[src/rtl/slave_buf_pkg.sv]
// rtl/slave_buf_pkg.sv - shared state enum and default sizing for slave_buf
package slave_buf_pkg;

    typedef enum logic [1:0] {
        EMPTY = 2'd0,
        PART  = 2'd1,
        FULL  = 2'd2
    } buf_state_t;

    localparam int DEF_DATA_W = 3;
    localparam int DEF_DEPTH  = 4;

endpackage

[src/rtl/slave_buf.sv]
// rtl/slave_buf.sv - valid/ready FIFO slave buffer; SLAVE_BUF_STATS_EN adds rx_cnt
module slave_buf
    import slave_buf_pkg::*;
#(
    parameter int DATA_W = DEF_DATA_W,
    parameter int DEPTH  = DEF_DEPTH
) (
    input  logic                     sys_clk,
    input  logic                     sys_rst_n,
    input  logic                     valid,
    input  logic [DATA_W-1:0]        data,
    output logic                     ready,
    output logic                     out_valid,
    output logic [DATA_W-1:0]        out_data,
    input  logic                     out_ready,
`ifdef SLAVE_BUF_STATS_EN
    output logic [$clog2(DEPTH):0]   level,
    output logic [7:0]               rx_cnt
`else
    output logic [$clog2(DEPTH):0]   level
`endif
);

    localparam int PW = $clog2(DEPTH);
    localparam int LW = PW + 1;

    buf_state_t        state;
    logic [PW-1:0]     wr_ptr;
    logic [PW-1:0]     rd_ptr;
    logic [LW-1:0]     level_nxt;
    logic [DATA_W-1:0] mem [DEPTH];
    logic              accept;
    logic              remove;

    // ready and out_valid are registers, so the handshakes only depend on state
    assign accept = valid && ready;
    assign remove = out_valid && out_ready;

    // head word is forced to zero whenever nothing is stored
    assign out_data = out_valid ? mem[rd_ptr] : '0;

    // occupancy after this edge; accept+remove together leaves it unchanged
    always_comb begin
        level_nxt = level;
        case ({accept, remove})
            2'b10:   level_nxt = level + LW'(1);
            2'b01:   level_nxt = level - LW'(1);
            default: level_nxt = level;
        endcase
    end

    // control FSM: pointers, occupancy, state and registered handshake outputs
    always_ff @(posedge sys_clk or negedge sys_rst_n) begin
        if (!sys_rst_n) begin
            state     <= EMPTY;
            level     <= '0;
            wr_ptr    <= '0;
            rd_ptr    <= '0;
            ready     <= 1'b1;
            out_valid <= 1'b0;
        end else begin
            level     <= level_nxt;
            ready     <= (level_nxt != LW'(DEPTH));
            out_valid <= (level_nxt != '0);
            if (accept) wr_ptr <= wr_ptr + PW'(1);
            if (remove) rd_ptr <= rd_ptr + PW'(1);
            case (state)
                EMPTY: if (accept) state <= PART;
                PART: begin
                    if (accept && !remove && level == LW'(DEPTH - 1))
                        state <= FULL;
                    else if (remove && !accept && level == LW'(1))
                        state <= EMPTY;
                end
                FULL: if (remove) state <= PART;
                default: state <= EMPTY;
            endcase
        end
    end

    // storage array; contents are don't-care until written
    always_ff @(posedge sys_clk) begin
        if (accept) mem[wr_ptr] <= data;
    end

`ifdef SLAVE_BUF_STATS_EN
    // saturating count of accepted words
    always_ff @(posedge sys_clk or negedge sys_rst_n) begin
        if (!sys_rst_n) begin
            rx_cnt <= 8'd0;
        end else if (accept && rx_cnt != 8'hFF) begin
            rx_cnt <= rx_cnt + 8'd1;
        end
    end
`endif

endmodule

[config.mk]
export PLATFORM = sky130hd
export DESIGN_NAME = slave_buf
export DESIGN_NICKNAME = d
export VERILOG_FILES = /design/src/rtl/slave_buf_pkg.sv /design/src/rtl/slave_buf.sv
export SDC_FILE = /design/constraint.sdc
export NUM_CORES = 1
export LEC_CHECK = 0
export CORE_MARGIN = 2
export CORE_UTILIZATION = 55
export DETAILED_ROUTE_END_ITERATION = 8
export PLACE_DENSITY = 0.91
export RECOVER_POWER = 100
export SETUP_SLACK_MARGIN = 0.1
export SYNTH_ARGS = -nofsm -noshare
export SYNTH_HDL_FRONTEND = slang
export SYNTH_SLANG_ARGS = --single-unit
[constraint.sdc]
create_clock -name sys_clk -period 3.8 [get_ports sys_clk]
set_input_delay 0.76 -clock sys_clk [delete_from_list [all_inputs] [get_ports sys_clk]]
set_output_delay 0.76 -clock sys_clk [all_outputs]
set_load 0.01 [all_outputs]
==> results.toml, run 1 <==
[setup_path]
critPathLaunchType = "flip-flop"
worstSetupPathType = "reg2out"
endpoint_kind = "output pin"
critPathMaxFanout = 5
required_ns = 3.04
arrival_ns = 2.13

[placement]
gp_congestion = 0.809
place_hpwl_um = 1040
placed_cell_area_mm2 = 0.00109
io_buffer_count = 14
placedCellCount = 88

[power_and_ir_drop]
power_density_mw_per_mm2 = 746
leakagePower_nw = 0.440
vdd_drop_max_mv = 0.396

[grt]
antenna_found_initial = 0
grt_usage_pct = 16.9
overflow = 0
grt_pass1_wl_um = 2300
grt_pass1_vias = 525
grt_max_degree = 13

[cts]
cts_setup_buffers = 0
post_cts_resized = 0
ctsHoldBuffers = 0
cts_sinks = 21
numCtsBuffers = 3
clk_latency_ns = 0.31
tritoncts = "done"
clk_pin_slew_ns = 0.12
h-tree-depth = 1
root_buffer = "clkbuf_4"
clockBufferDepth = 2

[route]
ant_nets = 0
via_per_inst = 5.73
drt-total-wl_um = 1400
wire_per_inst_um = 15.2
drt-initial-drc-count = 4
drc_errors = 0
vias = 527
first_pass_iters = 4

[sta]
finalSetupViolations = 0
slew_violations = 0
fmaxAchievable_mhz = 347
finalHoldViolCount = 0
min_period_ns = 2.89
fin_skew_ns = 0.00163
relSlewSlack_pct = 72.9
rsz0062_at_grt = "false"
fin_setup_tns_ns = 0
fin_crit_sh_pct = 75.9
tightestPinTransition_ns = 0.405

[cells_and_area]
seq_area_um2 = 587
nets = 90
diodes = 0
final_cell_mix = "14 x dlygate4sd3_1, 12 x edfxtp_1, 8 x dfrtp_1, 5 x xnor2_1, 5 x ha_1"
syn_to_final_growth_pct = 18.7
fin_area_mm2 = 0.00112
fillCellCount = 108
layout.cells.non_filler = 92
drive_gt1_share_pct = 13.2
multi_input_area_um2 = 340
layout_commonest_cell = "dlygate4sd3_1"

[die]
die_w_um = 45.5
start_util_pct = 60.7
core_mm2 = 0.00156
die-area_mm2 = 0.00207
die_h_um = 45.5
io-pin-count = 15
rows = 14

[logic_synthesis]
synth-seq-cells = 21
synth_nets = 72
ys_warn_count = 0
synthCells = 59
synth_top_area_share_pct = 38.1
ys_types = 19
synth-seq-area-share_pct = 62.0
synthTopCellsByArea = "edfxtp_1 38%, dfrtp_1 21%, mux4_2 7.1%"
syn_avg_cell_area_um2 = 16.0
syn-cell-area_um2 = 946
synth.largest_area_cell = "edfxtp_1"

[run]
drv_cap = 0

[hold_path]
hold_path.class = "reg2reg"

[outcome]
status = "finished, final reports clean"
metrics by stage:
step / hold WS, ns / total power [mW] / worst slack (ns) / util [%]
2_1_floorplan: 0.464 / 0.621 / 1.65 / -
3_5_place_dp: 0.548 / 0.756 / 1.04 / 70.2
3_3_place_gp: 0.530 / 0.739 / 1.11 / 70.2
5_1_grt: 0.598 / 0.895 / 0.820 / 72.0
4_1_cts: 0.563 / 0.862 / 1.03 / 72.0
6_report: 0.562 / 0.837 / 0.915 / 72.0
state kept, by name, summed over array words and instances, names as in the netlist:
register	count
level	3
mem	12
out_valid	1
rd_ptr	2
ready	1
wr_ptr	2
Yosys cell counts:
library cell / count
a21oi_1: 2
and2_1: 4
and3_1: 4
buf_6: 1
dfrtp_1: 8
dfstp_2: 1
edfxtp_1: 12
fa_1: 1
ha_1: 5
inv_1: 2
mux2_2: 2
mux4_2: 3
nand2_1: 2
nor2_1: 1
nor3b_1: 1
nor4b_1: 1
nor4bb_1: 1
xnor2_1: 5
xor2_1: 3
cell families (layout without fill, tap and decap cells):
group / after synthesis / count (layout) / synth area share [%]
muxes: 5 / 5 / 9.52
xor gates and xnor gates: 8 / 8 / 7.41
DFF: 21 / 21 / 62.0
buffers and inverters: 3 / 20 / 1.98
and+or+nand+nor: 14 / 14 / 9.26
adders and majority gates: 6 / 6 / 8.73
AOI/OAI and AO/OA: 2 / 2 / 1.06
worst max-delay path, cell delays in order (launching register included):
cell and delay (ns):
dfrtp_1 0.52, mux4_2 0.54, and2_1 0.17, dlygate4sd3_1 0.59
power breakdown:
part | internal [mW] | switching [mW]
registers | 0.315 | 0.0755
logic | 0.197 | 0.137
clock network | 0.0394 | 0.0717
total | 0.552 | 0.284
layer usage:
metal  up-vias  GRT usage, %  routed length (um)
met1       261          23.6                 663
met2        16          22.8                 644
li1        245             -                   -
met4         0          12.4                  44
met3         5          3.97                  48
met5         -             0                   0
final cells by class:
cell class,instances,share of cell area [%]
Clock inverter,1,0.446
Timing Repair Buffer,14,12.5
Tap cell,16,1.78
Clock buffer,3,2.01
Inverter,2,0.669
Multi-Input combinational cell,35,30.3
Sequential cell,21,52.3
final timing paths:
kind | startpoint | endpoint | slack (ns) | cells past startpoint
max in group asynchronous | sys_rst_n | ready | 2.69 | 1
min in group asynchronous | sys_rst_n | wr_ptr[1] | 0.79 | 1
worst min register to register | wr_ptr[0] | wr_ptr[0] | 0.56 | 1
worst min-delay path | wr_ptr[0] | wr_ptr[0] | 0.56 | 1
worst max-delay path | rd_ptr[0] | out_data[2] | 0.91 | 3
worst max register to register | ready | out_valid | 1.78 | 6
No activity file was read; power rests on OpenSTA's default activity.
==> run 2, diff against run 1 <==
- CORE_UTILIZATION: 55 -> 46
- PLACE_DENSITY: 0.91 -> 0.82
- clock period: 3.8 -> 2.6 ns (I/O delays scaled with it)
==> run 2 against run 1 <==
Effect of this change:
- wire length grew 2.3%
- critical endpoint is now out_data[0]
- utilization shrank 13 points
- critical path type unchanged
- largest cell class unchanged
- setup slack lost 0.70 ns
==> results.toml, run 2 (synthesis results as in run 1) <==
[sta]
min_period_ns = 2.38
relSlewSlack_pct = 73.4
fin_crit_sh_pct = 91.7
slew_violations = 0
fin_setup_tns_ns = 0
rsz0062_at_grt = "false"
fmaxAchievable_mhz = 420
fin_ws_ns = 0.216
finalSetupViolations = 0
finalHoldViolCount = 0
tightestPinTransition_ns = 0.398
fin_skew_ns = 0.000510

[placement]
io_buffer_count = 14
gp_congestion = 0.713
pre_cts_ws_ns = 0.105
place_hpwl_um = 1060

[setup_path]
critPathMaxFanout = 4
critPathLaunchType = "flip-flop"
required_ns = 2.08
worstSetupPathType = "reg2out"
arrival_ns = 1.86
endpoint_kind = "output pin"

[grt]
grt_pass1_vias = 538
overflow = 0
antenna_found_initial = 0
grt_pass1_wl_um = 2430
grt_usage_pct = 13.7
grt_max_degree = 12

[die]
die_w_um = 49.3
io-pin-count = 15
core_mm2 = 0.00194
die-area_mm2 = 0.00243
die_h_um = 49.3
start_util_pct = 48.7
rows = 16

[cts]
cts_sinks = 21
tritoncts = "done"
clockBufferDepth = 2
clk_latency_ns = 0.29
numCtsBuffers = 3
ctsHoldBuffers = 0
clk_pin_slew_ns = 0.11
root_buffer = "clkbuf_4"
h-tree-depth = 1

[cells_and_area]
syn_to_final_growth_pct = 22.0
nets = 92
fillCellCount = 160
largest_reg_flops = 12
seq_area_um2 = 588
layout_commonest_cell = "edfxtp_1"
drive_gt1_share_pct = 15.4
diodes = 0
largest_register = "mem"
final_cell_mix = "12 x edfxtp_1, 11 x dlygate4sd3_1, 7 x dfrtp_1, 5 x xnor2_1, 5 x ha_1"
top_regs = "mem: 12 flops, level: 3 flops"
multi_input_area_um2 = 340

[power_and_ir_drop]
internal_power_uw = 839
combPwrFrac_pct = 42.2
vdd_drop_max_mv = 0.605
pwr-share-clk_pct = 12.2
sequentialPowerShare_pct = 45.6
net-switching-power_uw = 409
leakagePower_nw = 0.454
swShare_pct = 32.8
power_density_mw_per_mm2 = 1080

[hold_path]
hold_path.class = "reg2reg"

[route]
via_per_inst = 4.91
ant_nets = 0
vias = 516
wire_per_inst_um = 13.6
first_pass_iters = 4
drt-initial-drc-count = 4
drc_errors = 0
drt-total-wl_um = 1430

[outcome]
status = "finished, final reports clean"

[run]
drv_cap = 0
-- run 2: changes by cell type in the layout (fill, tap and decap cells not counted), sizes merged --
cell / change
buf: +2
clkbuf: +1
clkdlybuf4s50: +2
clkinv: -1
dlygate4sd3: -3
dlymetal6s2s: +1
-- run 2: metrics by stage --
stage / hold WS, ns / area (um2) / utilization (%) / power, mW / cells
after detailed placement: 0.535 / 1110 / 57.1 / 1.10 / 99
after floorplan: 0.224 / 946 / - / 0.907 / 59
final: 0.547 / 1150 / 59.4 / 1.25 / 105
after global routing: 0.585 / 1150 / 59.4 / 1.34 / 105
after global placement: 0.528 / 1110 / 57.1 / 1.08 / 99
after CTS: 0.513 / 1140 / 58.5 / 1.26 / 103
-- run 2: power by group through the flow --
stage | combinational [mW] | clock (mW) | sequential, mW
after global placement | 0.505 | 0 | 0.576
after detailed placement | 0.517 | 0 | 0.583
after global routing | 0.580 | 0.173 | 0.591
final | 0.527 | 0.152 | 0.569
after floorplan | 0.350 | 0 | 0.558
after CTS | 0.525 | 0.154 | 0.577
-- run 2: final timing paths --
path                                 from          end  slack [ns]  depth (start not counted)
max in group asynchronous       sys_rst_n        ready        1.71                          1
worst max register to register      ready    out_valid        0.57                          6
worst min register to register  wr_ptr[0]    wr_ptr[0]        0.55                          1
worst min-delay path            wr_ptr[0]    wr_ptr[0]        0.55                          1
worst max-delay path            rd_ptr[0]  out_data[0]        0.22                          3
min in group asynchronous       sys_rst_n     level[1]        0.57                          1
-- run 2: area by class of cell --
| type | instances | share of cell area [%] |
|---|---|---|
| sequential | 21 | 51.0 |
| inverter | 2 | 0.651 |
| tap | 27 | 2.93 |
| timing repair buffer | 16 | 13.7 |
| multi-input combinational | 35 | 29.5 |
| clock buffer | 4 | 2.28 |
-- run 2: per-layer routing --
| metal | routed length [um] | vias up | track usage (%) |
|---|---|---|---|
| met2 | 730 | 9 | 22.3 |
| met1 | 648 | 254 | 16.8 |
| met5 | 0 | - | 0 |
| met4 | 19 | 0 | 8.57 |
| li1 | - | 251 | - |
| met3 | 33 | 2 | 2.15 |
-- run 2: worst max-delay path, cell delays in order, from the launching register on --
cell	delay, ns
dfrtp_2	0.44
mux4_2	0.50
and2_1	0.16
clkdlybuf4s50_1	0.47
-- run 2: timing repair --
| action | 4_1_cts | 5_1_grt |
|---|---|---|
| buffers inserted | 0 | 2 |
| endpoints found under the setup margin | 3 | 1 |
| resized for setup | 1 | 1 |
==> run 3, diff against run 2 <==
- CAP_MARGIN: default -> 5
- CORE_UTILIZATION: 46 -> 49
- CTS_BUF_LIST: default -> sky130_fd_sc_hd__clkbuf_8
- PLACE_DENSITY: 0.82 -> 0.86
==> run 3 against run 2 <==
Effect of this change:
- critical path depth stayed put
- total power rose by 2.3%
- sequential share of layout area grew 0.055 points
- maximum frequency rose by 1.1%
- hold slack improved by 0.0087 ns
- clock-buffer cell count down 1
- non-clock buffer count fell by 2
- die area shrank 5.6%
- largest power group unchanged
==> results.toml, run 3 (synthesis results as in run 1) <==
[cts]
tritoncts = "done"
cts_setup_buffers = 0
h-tree-depth = 1
post_cts_resized = 0
clk_latency_ns = 0.25
numCtsBuffers = 3
clockBufferDepth = 2
root_buffer = "clkbuf_8"
ctsHoldBuffers = 0
clk_pin_slew_ns = 0.07
cts_sinks = 21

[placement]
gp_congestion = 0.692
io_buffer_count = 14
place_hpwl_um = 1130
pre_cts_ws_ns = 0.106

[sta]
finalSetupViolations = 0
rsz0062_at_grt = "false"
tightestPinTransition_ns = 0.417
finalHoldViolCount = 0
fin_setup_tns_ns = 0
fin_crit_sh_pct = 90.7
relSlewSlack_pct = 72.1
fin_skew_ns = 0.00318
min_period_ns = 2.36
slew_violations = 0
fin_ws_ns = 0.243
fmaxAchievable_mhz = 424

[setup_path]
endpoint_kind = "output pin"
cp-startpoint = "rd_ptr[0]"
worstReg2RegStart = "ready"
crit_end = "out_data[1]"
cp.depth = 3
slowest_delay_ns = 0.50
crit_slowest_cell = "mux4_2"
crit_family = "multiplexers"
rr_endpoint = "out_valid"
critPathLaunchType = "flip-flop"
cp_num_buf_inv = 1
r2r_slack_ns = 0.61
worstSetupPathType = "reg2out"
required_ns = 2.08
arrival_ns = 1.84
reg2reg_depth = 6
path_cells = "mux4_2, and2_1, clkdlybuf4s50_1"
critPathMaxFanout = 5

[die]
start_util_pct = 53.6
die_w_um = 47.9
die_h_um = 47.9
io-pin-count = 15
die-area_mm2 = 0.00230
rows = 15
core_mm2 = 0.00176

[outcome]
status = "finished, final reports clean"

[grt]
grt_usage_pct = 15.0
grt_max_degree = 12
overflow = 0
antenna_found_initial = 0
grt_pass1_vias = 480
grt_pass1_wl_um = 2240

[power_and_ir_drop]
swShare_pct = 31.9
sequentialPowerShare_pct = 45.0
combPwrFrac_pct = 39.1
net-switching-power_uw = 408
pwr-share-clk_pct = 15.8
internal_power_uw = 870
power_density_mw_per_mm2 = 1110
leakagePower_nw = 0.446
vdd_drop_max_mv = 0.615

[route]
vias = 509
drt-initial-drc-count = 1
drc_errors = 0
ant_nets = 0
via_per_inst = 5.04
first_pass_iters = 4
drt-total-wl_um = 1430
wire_per_inst_um = 14.2

[cells_and_area]
largest_register = "mem"
syn_to_final_growth_pct = 21.8
drive_gt1_share_pct = 13.2
largest_reg_flops = 12
top_regs = "mem: 12 flops, level: 3 flops"
diodes = 0
layout_commonest_cell = "edfxtp_1"
nets = 90
final_cell_mix = "12 x edfxtp_1, 11 x dlygate4sd3_1, 7 x dfrtp_1, 5 x xnor2_1, 5 x ha_1"

[hold_path]
hold_path.class = "reg2reg"

[run]
drv_cap = 0
run 3: cell count changes in the layout (fill, tap and decap cells not counted):
cell             delta
buf_4               -2
clkbuf_1            -1
clkbuf_4            -3
clkbuf_8            +3
clkdlybuf4s50_1     +1
dlymetal6s2s_1      -1
inv_1               +1
run 3: routing by layer:
metal	global-route usage, %	routed length, um	up-vias
met5	0	0	-
met4	8.11	16	0
met3	3.77	50	2
met2	21.3	699	11
met1	21.2	668	245
li1	-	-	251
run 3: per-stage QoR:
step	instances	cell area, um2	hold WS, ns	total power, mW	utilization (%)
after floorplan	59	946	0.224	0.907	-
after global placement	97	1110	0.535	1.08	62.7
after detailed placement	97	1110	0.553	1.11	62.7
after CTS	101	1150	0.564	1.31	65.2
after global routing	101	1150	0.592	1.37	65.3
final	101	1150	0.556	1.28	65.3
run 3: worst min-delay path by stage:
stage | cells past startpoint | end | startpoint | slack (ns)
finish | 1 | rd_ptr[0] | rd_ptr[0] | 0.56
floorplan | 0 | level[0] | sys_rst_n | 0.22
detailed placement | 1 | wr_ptr[0] | wr_ptr[0] | 0.55
CTS | 1 | rd_ptr[0] | sys_rst_n | 0.56
global route | 1 | wr_ptr[0] | wr_ptr[0] | 0.59
global placement | 1 | wr_ptr[0] | wr_ptr[0] | 0.53
run 3: cell type report:
type / instances / area, um2
repair buffers: 14 / 140
well taps: 25 / 31.3
multi-input cells: 35 / 340
flip-flops and latches: 21 / 588
inverters: 2 / 7.51
clock inverters: 1 / 3.75
clock buffers: 3 / 41.3
fillers: 143 / 612
run 3: power by group through the flow:
stage	logic (mW)	clock network [mW]	registers, mW
finish	0.500	0.203	0.575
detailed placement	0.522	0	0.584
global route	0.563	0.219	0.592
CTS	0.523	0.205	0.577
global placement	0.507	0	0.577
floorplan	0.350	0	0.558
run 3: worst register-to-register path: cells and delay by family (launching register included):
kind	cells	cell delay [ns]
compound gates	1	0.08
xor+xnor	2	0.50
fa+ha+maj	2	0.63
flops	1	0.56
simple gates	1	0.11
